<file path="config.mk">
export PLATFORM = sky130hd
export DESIGN_NAME = mux_n_buf
export DESIGN_NICKNAME = d
export VERILOG_FILES = /design/src/rtl/mux_n_buf.sv
export SDC_FILE = /design/constraint.sdc
export NUM_CORES = 1
export LEC_CHECK = 0
export BUFFER_PORTS_ARGS = -buffer_cell sky130_fd_sc_hd__buf_2
export CORE_MARGIN = 10
export CORE_UTILIZATION = 40
export DETAILED_ROUTE_END_ITERATION = 10
export PLACE_DENSITY = 0.69
export SLEW_MARGIN = 20
export SYNTH_ARGS = -nofsm -noshare
export SYNTH_HDL_FRONTEND = slang
export SYNTH_SLANG_ARGS = --single-unit
</file>
<file path="constraint.sdc">
create_clock -name clk -period 7.2 [get_ports clk]
set_clock_uncertainty 0.15 [all_clocks]
set_input_delay 0.72 -clock clk [delete_from_list [all_inputs] [get_ports clk]]
set_output_delay 0.72 -clock clk [all_outputs]
set_load 0.01 [all_outputs]
</file>
<file path="src/rtl/mux_n_buf.sv">
// N-input word multiplexer feeding a 2-entry valid/ready output buffer.
// Optional sticky out-of-range select flag enabled by defining MUX_SEL_ERR_EN.
module mux_n_buf #(
  parameter int unsigned WIDTH    = 32,
  parameter int unsigned N_INPUTS = 7,
  parameter int unsigned SEL_W    = 3
) (
  input  logic                      clk,
  input  logic                      reset,
  input  logic                      in_valid,
  output logic                      in_ready,
  input  logic [SEL_W-1:0]          sel,
  input  logic [N_INPUTS*WIDTH-1:0] data_in,
  output logic                      out_valid,
  input  logic                      out_ready,
  output logic [WIDTH-1:0]          data_out,
  output logic [SEL_W-1:0]          sel_out,
  output logic                      err
);

  if (N_INPUTS < 2 || N_INPUTS > 16 || (2 ** SEL_W) < N_INPUTS) begin : g_bad_params
    $error("mux_n_buf: illegal N_INPUTS/SEL_W combination");
  end

  logic [WIDTH-1:0] words [N_INPUTS];
  logic [WIDTH-1:0] word_sel;

  logic [1:0]       count_q, count_d;
  logic [WIDTH-1:0] head_data_q, head_data_d;
  logic [SEL_W-1:0] head_sel_q, head_sel_d;
  logic [WIDTH-1:0] tail_data_q, tail_data_d;
  logic [SEL_W-1:0] tail_sel_q, tail_sel_d;
  logic             in_ready_q, in_ready_d;
  logic             out_valid_q, out_valid_d;
  logic             push;
  logic             pop;

  for (genvar k = 0; k < N_INPUTS; k++) begin : g_unpack
    assign words[k] = data_in[k*WIDTH +: WIDTH];
  end

  // Out-of-range codes match no index and fall back to input 0.
  always_comb begin
    word_sel = words[0];
    for (int unsigned i = 1; i < N_INPUTS; i++) begin
      if (sel == SEL_W'(i)) word_sel = words[i];
    end
  end

  assign push = in_valid && in_ready_q;
  assign pop  = out_valid_q && out_ready;

  always_comb begin
    count_d     = count_q;
    head_data_d = head_data_q;
    head_sel_d  = head_sel_q;
    tail_data_d = tail_data_q;
    tail_sel_d  = tail_sel_q;
    case ({push, pop})
      2'b10: begin
        if (count_q == 2'd0) begin
          head_data_d = word_sel;
          head_sel_d  = sel;
        end else begin
          tail_data_d = word_sel;
          tail_sel_d  = sel;
        end
        count_d = count_q + 2'd1;
      end
      2'b01: begin
        // Head keeps its last value when the buffer drains to empty.
        if (count_q == 2'd2) begin
          head_data_d = tail_data_q;
          head_sel_d  = tail_sel_q;
        end
        count_d = count_q - 2'd1;
      end
      2'b11: begin
        // Only reachable with count 1: the new entry replaces the head.
        head_data_d = word_sel;
        head_sel_d  = sel;
      end
      default: ;
    endcase
    in_ready_d  = (count_d != 2'd2);
    out_valid_d = (count_d != 2'd0);
  end

  always_ff @(posedge clk or posedge reset) begin
    if (reset) begin
      count_q     <= 2'd0;
      head_data_q <= '0;
      head_sel_q  <= '0;
      tail_data_q <= '0;
      tail_sel_q  <= '0;
      in_ready_q  <= 1'b1;
      out_valid_q <= 1'b0;
    end else begin
      count_q     <= count_d;
      head_data_q <= head_data_d;
      head_sel_q  <= head_sel_d;
      tail_data_q <= tail_data_d;
      tail_sel_q  <= tail_sel_d;
      in_ready_q  <= in_ready_d;
      out_valid_q <= out_valid_d;
    end
  end

  assign in_ready  = in_ready_q;
  assign out_valid = out_valid_q;
  assign data_out  = head_data_q;
  assign sel_out   = head_sel_q;

`ifdef MUX_SEL_ERR_EN
  localparam logic [SEL_W:0] N_LIMIT = (SEL_W+1)'(N_INPUTS);

  logic err_q, err_d;
  logic sel_oob;

  assign sel_oob = ({1'b0, sel} >= N_LIMIT);

  always_comb begin
    err_d = err_q | (push && sel_oob);
  end

  always_ff @(posedge clk or posedge reset) begin
    if (reset) err_q <= 1'b0;
    else       err_q <= err_d;
  end

  assign err = err_q;
`else
  assign err = 1'b0;
`endif

endmodule
</file>
==> results.yml <==
grt:
  grt_pass1_vias: 6215
  antenna_found_initial: 2
  grt_pass1_wl_um: 33820
  grt_overflow: 0
  grt_max_degree: 97
  grt_usage: 0.2064
yosys:
  syn_inst: 661
  synth_area_sq_um: 6082
  synth_top_flop_cell: "dfrtp_1"
  synth-edff-count: 0
  synth_cell_types: 37
  ys_warn_count: 0
  ys_seq_area_frac: 0.3047
  async_reset_ff_frac: 1.000
  yosysTopAreaCellShare: 0.3003
  ys_seq_elements: 74
  synth_fp_nets: 895
  synth.largest_area_cell: "dfrtp_1"
  avgSynthCellArea_sq_um: 9.201
  synth_area_leaders: "dfrtp_1 30%, mux2i_1 10%, o2111a_1 5.7%, o21ai_0 5.3%, mux2_4 4.7%"
drt:
  via_per_inst: 5.744
  vias: 6146
  wl_um: 22030
  wl_per_cell_um: 20.59
  dr.pass1.iters: 4
  drtAntennaViolNets: 0
  drc_errors: 0
  drtIter0Drc: 237
pwr:
  p_leak_nw: 3.710
  powerDensity_nw_per_um2: 289.5
  power_mw: 2.245
  ir_drop_mv: 0.1943
cells_and_area:
  final_layout_size_suffix_gt1_frac: 0.3818
  nFillCells: 1472
  layout.nets: 1109
  syn_to_final_growth_pct: 27.50
clock_tree:
  post_cts_buffers: 0
  cts-root-buf: "clkbuf_16"
  clkLatencyLatePin_ps: 330
  htree_levels: 3
  numCtsBuffers: 9
  cts.path.max_buffers: 2
  clock_sinks: 74
  cts_resized: 0
  clkTransAtPathRegs_ps: 50
  cts_tree: "done"
  ctsHoldBuffers: 0
worst_setup_path:
  reg2reg_setup_slack_ps: 4200
  critPathArrivalTime_ps: 3430
  path_cells: "buf_6 -> buf_4 -> mux2_1 -> a221o_1 -> a22o_1 -> a221o_1"
  path_delay_family: "buffers and inverters"
  crit_path_end_kind: "flop"
  crit_buf_inv: 2
  cpPeakStageDelay_ps: 760
  cp_data_required_time_ps: 7260
  path_class: "input port to flop"
  cp-start-kind: "input port"
  cp_max_fo: 96
  cp_common_cell: "a221o_1"
  cp_slowest_cell: "buf_4"
die:
  die_x_um: 143.3
  die_area_sq_um: 20540
  rows: 45
  die_h_um: 143.3
  core_sq_um: 15030
  ios: 269
  start_util: 0.4046
timing:
  rsz0062_at_grt: "false"
  hold_viol: 0
  worst_slew_pin_slew_ps: 973.3
  min_period_ps: 3368
  maxSlewViolCount: 0
  slew_headroom: 0.3511
  max_clock_freq_mhz: 296.9
  fin_tns_setup_ps: 0
  setup_viol: 0
  min_period_over_period: 0.4678
placement:
  hpwlAfterDp_um: 15670
  gp_congestion: 0.8547
  portBuffers: 267
outcome:
  status: "finished clean"
job:
  max_cap_viol_count: 0
min_path:
  hp-class: "flop to flop"
## routing by layer
layer / wire [um] / vias to the layer above / GRT usage / share of wire
met3: 2092 / 15 / 0.07162 / 0.095
li1: - / 2956 / - / -
met5: 13 / - / 0 / 0.00059
met4: 204 / 2 / 0.04567 / 0.0093
met2: 10610 / 257 / 0.3560 / 0.48
met1: 9108 / 2916 / 0.2415 / 0.41
## where the power goes
part	internal, mW	switching (mW)	total, mW
combinational	0.453	0.590	1.04
sequential	0.624	0.116	0.739
clock	0.300	0.164	0.463
## final timing paths
check                                     start               to  cells past startpoint
worst max-delay path                     sel[1]     data_out[18]                      6
worst min-delay path            tail_data_q[30]  tail_data_q[30]                      2
worst max register to register        out_valid       sel_out[1]                      7
worst min register to register  tail_data_q[30]  tail_data_q[30]                      2
max in group asynchronous                 reset      data_out[6]                      3
min in group asynchronous                 reset       sel_out[0]                      3
## layout by cell type, fill, tap and decap left out, drive strengths merged, types with 2 or more instances in the layout
master,Yosys,final
clkbuf,49,16
a21oi,32,32
xor2,2,2
buf,24,276
a221o,2,2
o21ai,64,64
dfrtp,73,73
inv,4,3
or2,2,2
nor3b,32,32
nor3,31,31
a22o,32,32
mux2i,63,63
nor2b,2,2
nand2b,33,33
mux2,42,42
diode,0,2
nor2,4,4
or3b,31,31
ha,3,3
nand2,34,34
or4,31,31
o2111a,31,31
o22ai,32,32
## flip-flops by register name, summed over array words and instances (netlist names)
| signal | cells |
|---|---|
| in_ready | 1 |
| data_out | 32 |
| out_valid | 1 |
| tail_sel_q | 3 |
| sel_out | 3 |
| tail_data_q | 32 |
| count_q | 2 |
## Yosys cell counts (4+ instances only)
library cell	count
mux2_1	7
o21ai_0	64
nand2_1	34
or3b_1	31
or4_1	31
dfrtp_1	73
nor3b_1	32
mux2_4	19
a22o_1	32
nor3_1	31
mux2_2	16
a21oi_1	32
o2111a_1	31
nor2_1	4
clkbuf_1	47
buf_2	15
buf_6	4
mux2i_1	63
nand2b_1	33
o22ai_1	32
inv_1	4
## cell families (layout without fill, tap and decap cells)
family | after synthesis | in the layout | share of synthesized area
mux | 105 | 105 | 0.1932
simple gates | 203 | 203 | 0.2127
fa+ha+maj | 3 | 3 | 0.006172
flops | 74 | 74 | 0.3047
other cells | 1 | 3 | 0.0006166
compound gates | 195 | 195 | 0.2211
xor+xnor | 3 | 3 | 0.004321
buf+inv | 77 | 296 | 0.05719
## per-stage QoR
step / hold slack [ps] / worst slack, ps / std cells / instance area (sq um) / utilization
after floorplan: 300.2 / 4450 / 661 / 6082 / -
after global placement: 311.4 / 3544 / 1052 / 7428 / 0.4941
after detailed placement: 320.4 / 3517 / 1052 / 7428 / 0.4941
after CTS: 333.1 / 3861 / 1068 / 7750 / 0.5155
after global routing: 356.5 / 3698 / 1068 / 7750 / 0.5155
final: 327.9 / 3832 / 1070 / 7755 / 0.5159
## cell type report
type | count | area (sq um) | area share
Multi-Input combinational cell | 510 | 3911 | 0.5044
Sequential cell | 74 | 1853 | 0.2389
Timing Repair Buffer | 276 | 1413 | 0.1822
Clock buffer | 16 | 321.6 | 0.04146
Tap cell | 188 | 235.2 | 0.03033
Inverter | 4 | 16.27 | 0.002097
Antenna cell | 2 | 5.005 | 0.0006454
## worst min-delay path, stage by stage (launching register included)
cell and delay, ps:
dfrtp_1 340, nand2_1 40, o21ai_0 60
(Power assumes the default switching activity.)
